<file path="src/rtl/roll_sequencer.sv">
// Roll controller: turns one roll request into a decelerating burst of roll_en pulses,
// latches the hold mask and enforces the per-turn roll budget. Tumble enabled by ROLL_SEQ_ANIM_EN.

module roll_sequencer #(
    parameter int TICK_DIV   = 50000,
    parameter int STEPS      = 8,
    parameter int BASE_TICKS = 20,
    parameter int MAX_ROLLS  = 3
) (
    input  logic       clk,
    input  logic       reset_n,
    input  logic       roll_req,
    input  logic       turn_start,
    input  logic [4:0] hold_sw,
    output logic       roll_en,
    output logic [4:0] hold_mask,
    output logic       busy,
    output logic       done,
    output logic       reject,
    output logic [1:0] rolls_left
);

    if (TICK_DIV < 1 || STEPS < 1 || BASE_TICKS < 1 || MAX_ROLLS < 1 || MAX_ROLLS > 3) begin : g_bad_params
        $error("roll_sequencer: parameter out of range");
    end

    typedef enum logic [1:0] {
        IDLE,
        PULSE,
        WAIT,
        FINISH
    } state_t;

    localparam logic [1:0] ROLLS_INIT = 2'(MAX_ROLLS);

    state_t state;
    state_t state_next;
    logic   accept;
    logic   refuse;

    // FINISH is not busy, so a request arriving with done high is accepted.
    assign busy    = (state == PULSE) || (state == WAIT);
    assign roll_en = (state == PULSE);
    assign done    = (state == FINISH);

    assign accept = roll_req && !turn_start && !busy && (rolls_left != 2'd0);
    assign refuse = roll_req && !turn_start && (busy || (rolls_left == 2'd0));

`ifdef ROLL_SEQ_ANIM_EN
    localparam int STEP_W = (STEPS > 1) ? $clog2(STEPS) : 1;
    localparam int IVL_W  = $clog2(BASE_TICKS * STEPS + 1);
    localparam int PRE_W  = (TICK_DIV > 1) ? $clog2(TICK_DIV) : 1;

    logic [STEP_W-1:0] step;
    logic [STEP_W-1:0] step_next;
    logic [IVL_W-1:0]  ticks;
    logic [IVL_W-1:0]  ticks_next;
    logic [IVL_W-1:0]  ticks_eff;
    logic [PRE_W-1:0]  presc;
    logic [PRE_W-1:0]  presc_next;
    logic [PRE_W-1:0]  presc_eff;
    logic              tick;
    logic              interval_end;
    logic              last_step;

    // The PULSE cycle is the first cycle of the interval, so the counters read as
    // zero there; this keeps pulse-to-pulse spacing exactly TICK_DIV*BASE_TICKS*(k+1).
    always_comb begin
        presc_eff    = (state == PULSE) ? '0 : presc;
        ticks_eff    = (state == PULSE) ? '0 : ticks;
        tick         = (int'(presc_eff) == TICK_DIV - 1);
        interval_end = tick && (int'(ticks_eff) + 1 == BASE_TICKS * (int'(step) + 1));
        last_step    = (int'(step) == STEPS - 1);
    end

    // NOTE: every variable gets its default before the case, so no path leaves one
    // unassigned and no latch is inferred.
    always_comb begin
        state_next = state;
        step_next  = step;
        presc_next = presc;
        ticks_next = ticks;
        case (state)
            IDLE, FINISH: begin
                if (accept) begin
                    state_next = PULSE;
                    step_next  = '0;
                    presc_next = '0;
                    ticks_next = '0;
                end else if (state == FINISH) begin
                    state_next = IDLE;
                end
            end
            PULSE, WAIT: begin
                presc_next = tick ? '0 : presc_eff + 1'b1;
                ticks_next = tick ? ticks_eff + 1'b1 : ticks_eff;
                if (interval_end) begin
                    if (last_step) begin
                        state_next = FINISH;
                    end else begin
                        state_next = PULSE;
                        step_next  = step + 1'b1;
                    end
                end else begin
                    state_next = WAIT;
                end
            end
            default: state_next = IDLE;
        endcase
        if (turn_start) begin
            state_next = IDLE;
        end
    end

    always_ff @(posedge clk) begin
        if (!reset_n) begin
            step  <= '0;
            presc <= '0;
            ticks <= '0;
        end else begin
            step  <= step_next;
            presc <= presc_next;
            ticks <= ticks_next;
        end
    end
`else
    always_comb begin
        state_next = state;
        case (state)
            IDLE, FINISH: begin
                if (accept) begin
                    state_next = PULSE;
                end else if (state == FINISH) begin
                    state_next = IDLE;
                end
            end
            PULSE:   state_next = FINISH;
            default: state_next = IDLE;
        endcase
        if (turn_start) begin
            state_next = IDLE;
        end
    end
`endif

    // NOTE: state registers use non-blocking assignments so every flop samples
    // values from before the edge, independent of block ordering.
    always_ff @(posedge clk) begin
        if (!reset_n) begin
            state <= IDLE;
        end else begin
            state <= state_next;
        end
    end

    // Budget, hold mask and reject: turn_start behaves exactly like reset here.
    always_ff @(posedge clk) begin
        if (!reset_n || turn_start) begin
            rolls_left <= ROLLS_INIT;
            hold_mask  <= '0;
            reject     <= 1'b0;
        end else begin
            reject <= refuse;
            if (accept) begin
                rolls_left <= rolls_left - 1'b1;
                hold_mask  <= (rolls_left == ROLLS_INIT) ? 5'b0 : hold_sw;
            end
        end
    end

endmodule

</file>
<file path="config.mk">
export PLATFORM = sky130hd
export DESIGN_NAME = roll_sequencer
export DESIGN_NICKNAME = d
export VERILOG_FILES = /design/src/rtl/roll_sequencer.sv
export SDC_FILE = /design/constraint.sdc
export NUM_CORES = 1
export LEC_CHECK = 0
export CAP_MARGIN = 25
export CORE_AREA = 10 10 47 49
export CTS_CLUSTER_SIZE = 24
export DETAILED_ROUTE_END_ITERATION = 10
export DIE_AREA = 0 0 57 59
export GPL_ROUTABILITY_DRIVEN = 0
export PLACE_DENSITY = 0.72
export SYNTH_ARGS = -nofsm -noshare
export SYNTH_HDL_FRONTEND = slang
export SYNTH_SLANG_ARGS = --single-unit
</file>
<file path="constraint.sdc">
create_clock -name clk -period 2.2 [get_ports clk]
set_clock_uncertainty 0.2 [all_clocks]
set_input_delay 0.22 -clock clk [delete_from_list [all_inputs] [get_ports clk]]
set_output_delay 0.22 -clock clk [all_outputs]
set_load 0.005 [all_outputs]
</file>
* After elaboration in Yosys (flattened, before gate mapping)
Cells that the tools add are included.
Widths: inputs -> output; s select.
** Operators by class
- Equality and inequality tests :: 5
- Bitwise operators :: 1
- Muxes and demuxes :: 4
- Reduce and logical (&&, ||, !) cells :: 15
- Add/sub/neg operators :: 1
** Operator list (number)
- $eq 2x2->1 const B :: 3
- $mux 5 :: 1
- $logic_and 1x1->1 :: 4
- $logic_not 2->1 :: 2
- $mux 2 :: 2
- $pmux 2 s2 :: 1
- $reduce_or 2->1 :: 2
- $logic_not 1->1 :: 3
- $logic_or 1x1->1 :: 3
- $ne 3x3->1 const B :: 1
- $eq 2x1->1 const B :: 1
- $reduce_bool 2->1 :: 1
- $sub 2x1->2 const B :: 1
- $not 1->1 :: 1
** Word-level totals
- Bits of input ports :: 9
- Bits in registers :: 10

* Depth between registers and ports, before layout
Gate-level depths: netlist of run 1.
- Depth after elaboration :: 7
- Depth in mapped cells :: 6
- Mapped depth without buffers :: 5

* Least setup slack after synthesis of run 1
OpenSTA, ideal clock, no wires.
- Path kind :: register -> register
- Start point :: reg state[0]
- End point :: reg state[0]
- Path slack :: 0.589 ns
- Clock period less this slack :: 1.611 ns
- Cell stages (with the launch flop) :: 7
- Data arrival time :: 1.288 ns
- Library setup time :: 0.123 ns
- Path through :: dfxtp_1 > inv_1 > ha_1 > and4bb_1 > buf_4 > a21oi_1 > o31ai_2
** Between the ends
- Cells in the longest elaborated chain, start to end :: 7
** RTL lines
- start: declaration :: line 36 : state_t state;
- start signal: assignment :: line 152 : state <= state_next;
- $eq 2x1->1 or $eq 2x2->1 (tied branches) :: line 42, 129
- $logic_or 1x1->1 :: line 42 : assign busy = (state == PULSE) || (state == WAIT);
- $logic_not 1->1 :: line 46 : assign accept = roll_req && !turn_start && !busy && (rolls_left != 2'd0);
- $logic_and 1x1->1 (2 in series) :: line 46
- $mux 2 :: line 131 : if (accept) begin
- $pmux 2 s2 :: line 129 : case (state)
Several ways; a longest one is shown, not always the timed one.
A chain may end at the register's enable or synchronous reset.

* Final worst setup path of run 1
- Start point :: reg state[0]
- End point :: out busy
** Between the ends
- Cells in the longest elaborated chain, start to end :: 2
** RTL lines
- $eq 2x1->1 or $eq 2x2->1 (tied branches) :: line 42
- $logic_or 1x1->1 (*) :: line 42
- end: declaration :: line 17 : output logic busy,
Every way passes the cells marked *; elsewhere a longest branch is shown, timed or not.

==> run summary, run 1 <==
=================================================================================
Hold crit path type                                                  flop to flop
Data arrival, critical path                                               1.68 ns
HPWL after detailed placement                                              960 um
Total vias in the final route                                                 458
PortBufs                                                                       19
Pins Over Slew Limit                                                            0
Starting DRT DRC Count                                                          7
Switching pwr                                                           0.0867 mW
Ports placed on the boundary                                                   20
CTS tree                                                                    built
Average instance area after synthesis                                  8.84 sq um
Switching part of the total                                                 24.0%
Sequential cell area in the final layout                                200 sq um
First-pass GRT wire length                                                2100 um
Antenna diode instance count                                                    0
Synth-to-layout area growth                                                 42.2%
Num CTS Buffers                                                                 3
Via-per-instance ratio                                                       4.92
Detail Route Antenna Nets                                                       0
Max IR drop VDD                                                        0.000303 V
Most common cell after layout, fill and taps aside                   sky130_fd_sc_hd__clkdlybuf4s50_1
Synth warn                                                                      0
Number of cells in the design after placement                                  90
Worst Max-Slew Pin Slew                                                  0.419 ns
Number of violations of the max-capacitance limit                               0
Critical path launch point type                                              flop
Period utilisation layout                                                   95.5%
Num rows                                                                       14
Number of buffers inserted to repair setup after CTS                            0
Count of TritonRoute iterations in the first routing pass                       4
Shortest period the worst path allows                                     2.10 ns
Number of filler cells placed in the layout                                   145
Endpoint type of the worst setup path                                primary output
Starting density of the core                                                36.6%
Synth unique cells                                                             21
Fin nets                                                                       94
Internal Power                                                           0.275 mW
Post-CTS Hold Fix Bufs                                                          0
Combined area of all synthesized cells                                  513 sq um
Std-Cell Core Area                                                     1400 sq um
Die area                                                               3360 sq um
Routed wire length per instance                                           13.3 um
# resized after CTS                                                             0
Final hold violations                                                           0
Proportion of power drawn by flip-flops and latches                         51.6%
Post-synthesis instance total                                                  58
Library cell occupying the most area in the post-synthesis netlist   sky130_fd_sc_hd__dfxtp_1
Number of clock sinks seen by CTS                                              10
Fraction of final layout cells with drive strength greater than 1           5.19%
Die height                                                                  59 um
Highest net fanout along the worst path                                         5
Finish-stage setup viols                                                        0
Via count of the first global-routing pass                                    480
Comb pwr share                                                              13.5%
Gr ovfl total                                                                   0
Static Leakage                                                           0.300 nW
Antenna violations before repair                                                0
Normalized max-slew margin                                                  71.9%
Post-synthesis register bit count                                              10
Final cell count without fillers                                               93
TNS Setup                                                                    0 ns
Cell types with the largest area share after synthesis               sky130_fd_sc_hd__dfxtp_1, sky130_fd_sc_hd__ha_1, sky130_fd_sc_hd__nand3b_1, sky130_fd_sc_hd__a21oi_1, sky130_fd_sc_hd__nand2_1
Reg clk slew, reported paths                                              0.07 ns
RSZ-0062 raised after global routing                                           no
Commonest non-fill, non-tap cells in the layout                      sky130_fd_sc_hd__clkdlybuf4s50_1, sky130_fd_sc_hd__dfxtp_1, sky130_fd_sc_hd__nand2_1
Drt total wl                                                              1240 um
Power per Cell Area                                                   496 nW/um^2
Remaining routing DRC violations                                                0
Fraction of the core area covered by cells at the end of the flow           52.1%
Insertion delay of the later-clocked pin in the worst-skew pair           0.26 ns
Result of the run                                                       completed
H-tree Lvls                                                                     1
Fraction of synthesized cell area taken by the top area cell type           39.0%
Sequential-to-total area share from yosys stat                              39.0%
Largest net degree at the start of global routing                              11
Clk pwr share                                                               34.8%
Library cell used as clock root buffer                               sky130_fd_sc_hd__clkbuf_4
Number of buffers between clock root and the deepest sink                       2
Post-Syn Nets                                                                  73
Chip Width                                                                  57 um
Area occupied by multi-input gates                                      278 sq um
GR Util All Layers                                                          8.00%
CP Data Required Time                                                     1.78 ns
Max Freq                                                                0.476 GHz
Kind of critical path                                                flop to primary output
=================================================================================
-- critical path, stage by stage (launching register included) --
cell                              delay, ns
sky130_fd_sc_hd__dfxtp_1               0.42
sky130_fd_sc_hd__inv_1                 0.07
sky130_fd_sc_hd__ha_1                  0.34
sky130_fd_sc_hd__inv_1                 0.08
sky130_fd_sc_hd__clkdlybuf4s50_1       0.50
-- flip-flops by register name, summed over array words and instances (netlist names) --
name / cells
hold_mask: 5
reject: 1
rolls_left: 2
state: 2
-- cell type report --
cell class              count  share of cell area, %
flip-flops and latches     10                   27.4
repair buffers             19                   26.1
inverters                   5                   2.57
well taps                  16                   2.74
multi-input cells          40                   38.1
clock buffers               3                   3.09
-- through the flow --
stage / area, sq um / hold slack [ns] / setup WS, ns / total power [mW]
floorplan: 513 / 0.145 / 0.589 / 0.215
global placement: 707 / 0.241 / 0.418 / 0.239
detailed placement: 707 / 0.249 / 0.362 / 0.240
CTS: 729 / 0.259 / 0.0867 / 0.368
global route: 729 / 0.271 / 0.0285 / 0.378
finish: 729 / 0.253 / 0.0979 / 0.362
-- per-layer routing --
metal / vias to the layer above / global-route usage [%] / wire length [um]
li1: 234 / - / -
met1: 204 / 8.56 / 538
met2: 18 / 11.5 / 561
met3: 2 / 3.86 / 123
met4: 0 / 7.05 / 14
met5: - / 0 / 0
-- synth_stat cells --
master and n:
sky130_fd_sc_hd__a21oi_1 7, sky130_fd_sc_hd__and4bb_1 1, sky130_fd_sc_hd__buf_2 1, sky130_fd_sc_hd__buf_4 1, sky130_fd_sc_hd__clkbuf_1 1, sky130_fd_sc_hd__dfxtp_1 10
sky130_fd_sc_hd__ha_1 6, sky130_fd_sc_hd__inv_1 5, sky130_fd_sc_hd__nand2_1 8, sky130_fd_sc_hd__nand2b_1 1, sky130_fd_sc_hd__nand3_1 2, sky130_fd_sc_hd__nand3b_1 5
sky130_fd_sc_hd__nand4_1 1, sky130_fd_sc_hd__nand4bb_1 1, sky130_fd_sc_hd__nor2_1 1, sky130_fd_sc_hd__nor2b_1 2, sky130_fd_sc_hd__o211ai_1 1, sky130_fd_sc_hd__o21ai_0 1
sky130_fd_sc_hd__o21ai_1 1, sky130_fd_sc_hd__o31ai_2 1, sky130_fd_sc_hd__or2b_1 1
-- power by group through the flow --
stage | sequential, mW | combinational [mW] | clock [mW]
after floorplan | 0.190 | 0.0245 | 0
after global placement | 0.191 | 0.0485 | 0
after detailed placement | 0.191 | 0.0493 | 0
after CTS | 0.187 | 0.0496 | 0.132
after global routing | 0.187 | 0.0543 | 0.137
final | 0.187 | 0.0490 | 0.126
-- cells by family after synthesis --
logic type	share of synthesized area, %
flops	39.0
fa+ha+maj	14.6
buf+inv	6.83
simple gates	26.8
compound gates	12.7
-- final timing paths --
path	from	endpoint	slack (ns)	depth (start not counted)
setup / recovery	state[0]	busy	0.1	4
setup reg to reg	state[0]	state[0]	0.34	5
hold / removal	hold_mask[3]	hold_mask[3]	0.25	2
hold reg to reg	hold_mask[3]	hold_mask[3]	0.25	2
Note: power is estimated with default switching activity, not from simulation.
==> run 2: changes to the inputs <==
- CTS_CLUSTER_DIAMETER: unset -> 50
- clock period: 2.2 -> 2.25 ns (I/O delays scaled with it)
==> run summary, run 2 (synthesis results as in run 1) <==
================================================================================
Slowest cell on the critical path                                   sky130_fd_sc_hd__clkdlybuf4s50_1
Routed wire length per instance                                          12.7 um   -4.3%
CTS tree                                                                   built
Number of buffers inserted to repair setup after CTS                           0   unchanged
Final cell count without fillers                                              94   +1.1%
RSZ-0062 raised after global routing                                          no
Ports placed on the boundary                                                  20   unchanged
Finish-stage setup viols                                                       0   unchanged
Data arrival, critical path                                              1.66 ns   -0.02 ns
Max IR drop VDD                                                       0.000248 V   -18%
Largest net degree at the start of global routing                             11   unchanged
Critical path launch point type                                             flop
Largest stage delay on the critical path                                 0.50 ns   about the same
Clk pwr share                                                              41.1%   +6.3 points
Shortest period the worst path allows                                    2.08 ns
Total vias in the final route                                                462   +0.87%
Fin nets                                                                      94   unchanged
Via count of the first global-routing pass                                   495   +3.1%
Pins Over Slew Limit                                                           0   unchanged
Number of flip-flops in the largest register                                   5   unchanged
Std-Cell Core Area                                                    1400 sq um   unchanged
HPWL after detailed placement                                             940 um   -2.1%
Most common cell after layout, fill and taps aside                  sky130_fd_sc_hd__clkdlybuf4s50_1
Detail Route Antenna Nets                                                      0   unchanged
Number of buffers between clock root and the deepest sink                      2   unchanged
Die area                                                              3360 sq um   unchanged
CP dominant cell by count                                           sky130_fd_sc_hd__inv_1
Num CTS Buffers                                                                3   unchanged
Internal Power                                                          0.305 mW   +11%
GR Util All Layers                                                         7.31%   -0.69 points
Highest net fanout along the worst path                                        5   unchanged
Max Freq                                                               0.480 GHz
Synth-to-layout area growth                                                44.9%
Gr ovfl total                                                                  0   unchanged
Normalized max-slew margin                                                 72.8%   +0.92 points
Static Leakage                                                          0.307 nW   +2.4%
Number of clock sinks seen by CTS                                             10   unchanged
Comb pwr share                                                             12.1%   -1.4 points
Library cell used as clock root buffer                              sky130_fd_sc_hd__clkbuf_4
Endpoint type of the worst setup path                               primary output
H-tree Lvls                                                                    1   unchanged
Insertion delay of the later-clocked pin in the worst-skew pair          0.26 ns   about the same
Kind of critical path                                               flop to primary output
Largest registers in the final layout                               hold_mask (5), rolls_left (2), state (2)
Starting density of the core                                               36.6%   unchanged
Post-CTS Hold Fix Bufs                                                         0   unchanged
Commonest non-fill, non-tap cells in the layout                     sky130_fd_sc_hd__clkdlybuf4s50_1, sky130_fd_sc_hd__dfxtp_1, sky130_fd_sc_hd__nand2_1
# resized after CTS                                                            0   unchanged
Antenna violations before repair                                               0   unchanged
Antenna diode instance count                                                   0   unchanged
PortBufs                                                                      19   unchanged
PnR Total Power                                                         0.390 mW   +8.0%
Period utilisation layout                                                  92.5%
TNS Setup                                                                   0 ns   unchanged
Top register by number of flip-flops                                   hold_mask
Reg clk slew, reported paths                                             0.07 ns   about the same
Via-per-instance ratio                                                      4.91   -0.20%
Result of the run                                                      completed
Hold crit path type                                                 flop to flop
Worst path cell trace                                               inv_1 -> ha_1 -> inv_1 -> clkdlybuf4s50_1
Num rows                                                                      14   unchanged
Chip Width                                                                 57 um   unchanged
Drt total wl                                                             1200 um   -3.2%
Power per Cell Area                                                  525 nW/um^2   +6.0%
Switching pwr                                                          0.0853 mW   -1.5%
Fraction of final layout cells with drive strength greater than 1          6.41%   +1.2 points
Starting DRT DRC Count                                                         6   -1
Switching part of the total                                                21.9%   -2.1 points
Proportion of power drawn by flip-flops and latches                        46.7%   -4.9 points
Die height                                                                 59 um   unchanged
First-pass GRT wire length                                               2050 um   -2.6%
Worst Max-Slew Pin Slew                                                 0.405 ns   -0.0137 ns
Number of cells in the design after placement                                 90   unchanged
Count of TritonRoute iterations in the first routing pass                      4   unchanged
Remaining routing DRC violations                                               0   unchanged
Fraction of the core area covered by cells at the end of the flow          53.0%   +0.98 points
Number of filler cells placed in the layout                                  136   -6.2%
Final hold violations                                                          0   unchanged
Number of violations of the max-capacitance limit                              0   unchanged
CP Data Required Time                                                    1.82 ns   +0.04 ns
================================================================================
[run 2: cell types whose count changed in the layout (fill, tap and decap cells not counted)]
cell,delta
sky130_fd_sc_hd__clkbuf_8,+1
[run 2: worst max-delay path, delay by kind of cell, from the launching register on]
kind,cells,cell delay (ns)
buf+inv,3,0.65
flops,1,0.42
fa+ha+maj,1,0.33
[run 2: worst paths after layout]
path / startpoint / to / slack [ns] / cells past startpoint
min reg2reg: hold_mask[1] / hold_mask[1] / 0.26 / 2
min: hold_mask[1] / hold_mask[1] / 0.26 / 2
max reg2reg: state[0] / state[0] / 0.42 / 5
max: state[0] / busy / 0.17 / 4
[run 2: power groups by stage]
stage               clock, mW  combinational, mW  sequential (mW)
global placement            0             0.0471            0.186
detailed placement          0             0.0480            0.186
floorplan                   0             0.0239            0.186
global route            0.173             0.0532            0.183
CTS                     0.166             0.0484            0.182
finish                  0.161             0.0473            0.182
[run 2: layer usage]
metal  vias to the layer above  wire length [um]  GRT usage (%)
li1                        241                 -              -
met1                       205               508           7.74
met2                        14               552           11.9
met3                         2               113           3.22
met4                         0                23           4.03
met5                         -                 0              0
[run 2: stage by stage]
stage / cell area [sq um] / worst slack (ns) / hold slack [ns]
finish: 743 / 0.169 / 0.256
global route: 743 / 0.0509 / 0.275
CTS: 743 / 0.143 / 0.258
detailed placement: 707 / 0.433 / 0.248
global placement: 707 / 0.454 / 0.245
floorplan: 513 / 0.639 / 0.150
[run 2: final cells by class]
class                           count  area [sq um]  area share [%]
Multi-Input combinational cell     40           278            37.4
Timing Repair Buffer               19           190            25.6
Inverter                            5          18.8            2.53
Clock buffer                        4          36.3            4.88
Tap cell                           16          20.0            2.69
Sequential cell                    10           200            26.9
==> run 3: changes to the inputs <==
- CORE_AREA: 10 10 47 49 -> 2 2 39 41
- CTS_BUF_LIST: unset -> sky130_fd_sc_hd__clkbuf_8
- DIE_AREA: 0 0 57 59 -> 0 0 41 43
- TNS_END_PERCENT: unset -> 100
==> run summary, run 3 (synthesis results as in run 1) <==
================================================================================
Gr ovfl total                                                                  0   unchanged
R2r setup slk                                                            0.44 ns   +0.02 ns
Capturing point of the worst reg2reg path                               state[0]
Max IR drop VDD                                                       0.000265 V   +7.0%
H-tree Lvls                                                                    1   unchanged
PnR Total Power                                                         0.452 mW   +16%
CTS tree                                                                   built
Pins Over Slew Limit                                                           0   unchanged
Number of buffers between clock root and the deepest sink                      2   unchanged
Total vias in the final route                                                461   -0.22%
Worst Max-Slew Pin Slew                                                 0.394 ns   -0.0114 ns
Fraction of final layout cells with drive strength greater than 1          6.41%   unchanged
Result of the run                                                      completed
Starting DRT DRC Count                                                         5   -1
Num rows                                                                      14   unchanged
First-pass GRT wire length                                               1730 um   -16%
PortBufs                                                                      19   unchanged
Die height                                                                 43 um   -27%
Source of the worst register-to-register timing path                    state[0]
Worst setup endpoint                                                        busy
Reg clk slew, reported paths                                             0.05 ns   -0.02 ns
Endpoint type of the worst setup path                               primary output
Fin nets                                                                      94   unchanged
CP Data Required Time                                                    1.82 ns   about the same
Hold crit path type                                                 flop to flop
Worst r2r path cells                                                           5   unchanged
Number of clock sinks seen by CTS                                             10   unchanged
Routed wire length per instance                                          11.1 um   -13%
Ports placed on the boundary                                                  20   unchanged
Data arrival, critical path                                              1.64 ns   -0.02 ns
Largest registers in the final layout                               hold_mask (5), rolls_left (2), state (2)
Critical path launch point type                                             flop
TNS Setup                                                                   0 ns   unchanged
Number of filler cells placed in the layout                                  140   +2.9%
Power per Cell Area                                                  593 nW/um^2   +13%
Number of violations of the max-capacitance limit                              0   unchanged
Largest net degree at the start of global routing                             11   unchanged
Shortest period the worst path allows                                    2.06 ns   -0.0200 ns
Critical Path Source                                                    state[0]
Std-Cell Core Area                                                    1380 sq um   -1.2%
Num CTS Buffers                                                                3   unchanged
Count of TritonRoute iterations in the first routing pass                      4   unchanged
Detail Route Antenna Nets                                                      0   unchanged
HPWL after detailed placement                                             802 um   -15%
Antenna diode instance count                                                   0   unchanged
Kind of critical path                                               flop to primary output
Fraction of the core area covered by cells at the end of the flow          55.1%   +2.0 points
RSZ-0062 raised after global routing                                          no
Post-CTS Hold Fix Bufs                                                         0   unchanged
Placement Setup Slack                                                   0.395 ns   -0.0382 ns
Finish-stage setup viols                                                       0   unchanged
Most common cell after layout, fill and taps aside                  sky130_fd_sc_hd__clkdlybuf4s50_1
Normalized max-slew margin                                                 73.6%   +0.76 points
Final hold violations                                                          0   unchanged
Remaining routing DRC violations                                               0   unchanged
Die area                                                              1760 sq um   -48%
Chip Width                                                                 41 um   -28%
Via-per-instance ratio                                                      4.90   -0.22%
Number of buffers inserted to repair setup after CTS                           0   unchanged
Highest net fanout along the worst path                                        5   unchanged
# resized after CTS                                                            0   unchanged
Number of flip-flops in the largest register                                   5   unchanged
Starting density of the core                                               37.1%   +0.46 points
Setup ws final                                                          0.189 ns   +0.0200 ns
Drt total wl                                                             1040 um   -13%
Synth-to-layout area growth                                                48.5%
Library cell used as clock root buffer                              sky130_fd_sc_hd__clkbuf_8
Insertion delay of the later-clocked pin in the worst-skew pair          0.23 ns   -0.03 ns
Antenna violations before repair                                               0   unchanged
Top register by number of flip-flops                                   hold_mask
Via count of the first global-routing pass                                   440   -11%
Max Freq                                                               0.485 GHz   +0.97%
Period utilisation layout                                                  91.6%   -0.89 points
GR Util All Layers                                                         15.4%   +8.1 points
Commonest non-fill, non-tap cells in the layout                     sky130_fd_sc_hd__clkdlybuf4s50_1, sky130_fd_sc_hd__dfxtp_1, sky130_fd_sc_hd__nand2_1
Static Leakage                                                          0.315 nW   +2.5%
================================================================================
-- run 3: cell counts in the layout (fill, tap and decap cells not counted) --
Identical to the previous run, type by type.
-- run 3: report_power, final --
part	switching [mW]	internal [mW]	leakage (nW)
sequential	0.00264	0.180	0.0809
clock	0.0680	0.154	0.0288
combinational	0.0199	0.0274	0.205
total	0.0906	0.361	0.315
-- run 3: cell type report --
cell class	count	area, sq um	share of cell area (%)
Clock buffer	4	55.1	7.22
Inverter	5	18.8	2.46
Multi-Input combinational cell	40	278	36.5
Sequential cell	10	200	26.3
Tap cell	16	20.0	2.63
Timing Repair Buffer	19	190	25.0
-- run 3: worst min path at each step --
stage                       startpoint             to  slack [ns]  cells after the start
after floorplan             turn_start  rolls_left[0]        0.15                      2
after global placement    hold_mask[4]   hold_mask[4]        0.24                      2
after detailed placement  hold_mask[2]   hold_mask[2]        0.25                      2
after CTS                 hold_mask[2]   hold_mask[2]        0.25                      2
after global routing      hold_mask[3]   hold_mask[3]        0.28                      2
final                     hold_mask[2]   hold_mask[2]        0.25                      2
-- run 3: critical path, stage by stage, from the launching register on --
cell	delay, ns
sky130_fd_sc_hd__dfxtp_1	0.40
sky130_fd_sc_hd__inv_1	0.07
sky130_fd_sc_hd__ha_1	0.34
sky130_fd_sc_hd__inv_1	0.09
sky130_fd_sc_hd__clkdlybuf4s50_1	0.50
-- run 3: layer usage --
layer  up-vias  track usage, %  wire length [um]
li1        234               -                 -
met1       200            17.3               454
met2        22            20.9               442
met3         5            4.71                92
met4         0            16.0                51
met5         -               0                 0
-- run 3: through the flow --
stage | std cells | hold WS [ns] | area, sq um
6_report | 94 | 0.248 | 762
3_5_place_dp | 90 | 0.246 | 707
2_1_floorplan | 58 | 0.150 | 513
3_3_place_gp | 90 | 0.241 | 707
5_1_grt | 94 | 0.278 | 762
4_1_cts | 94 | 0.252 | 762
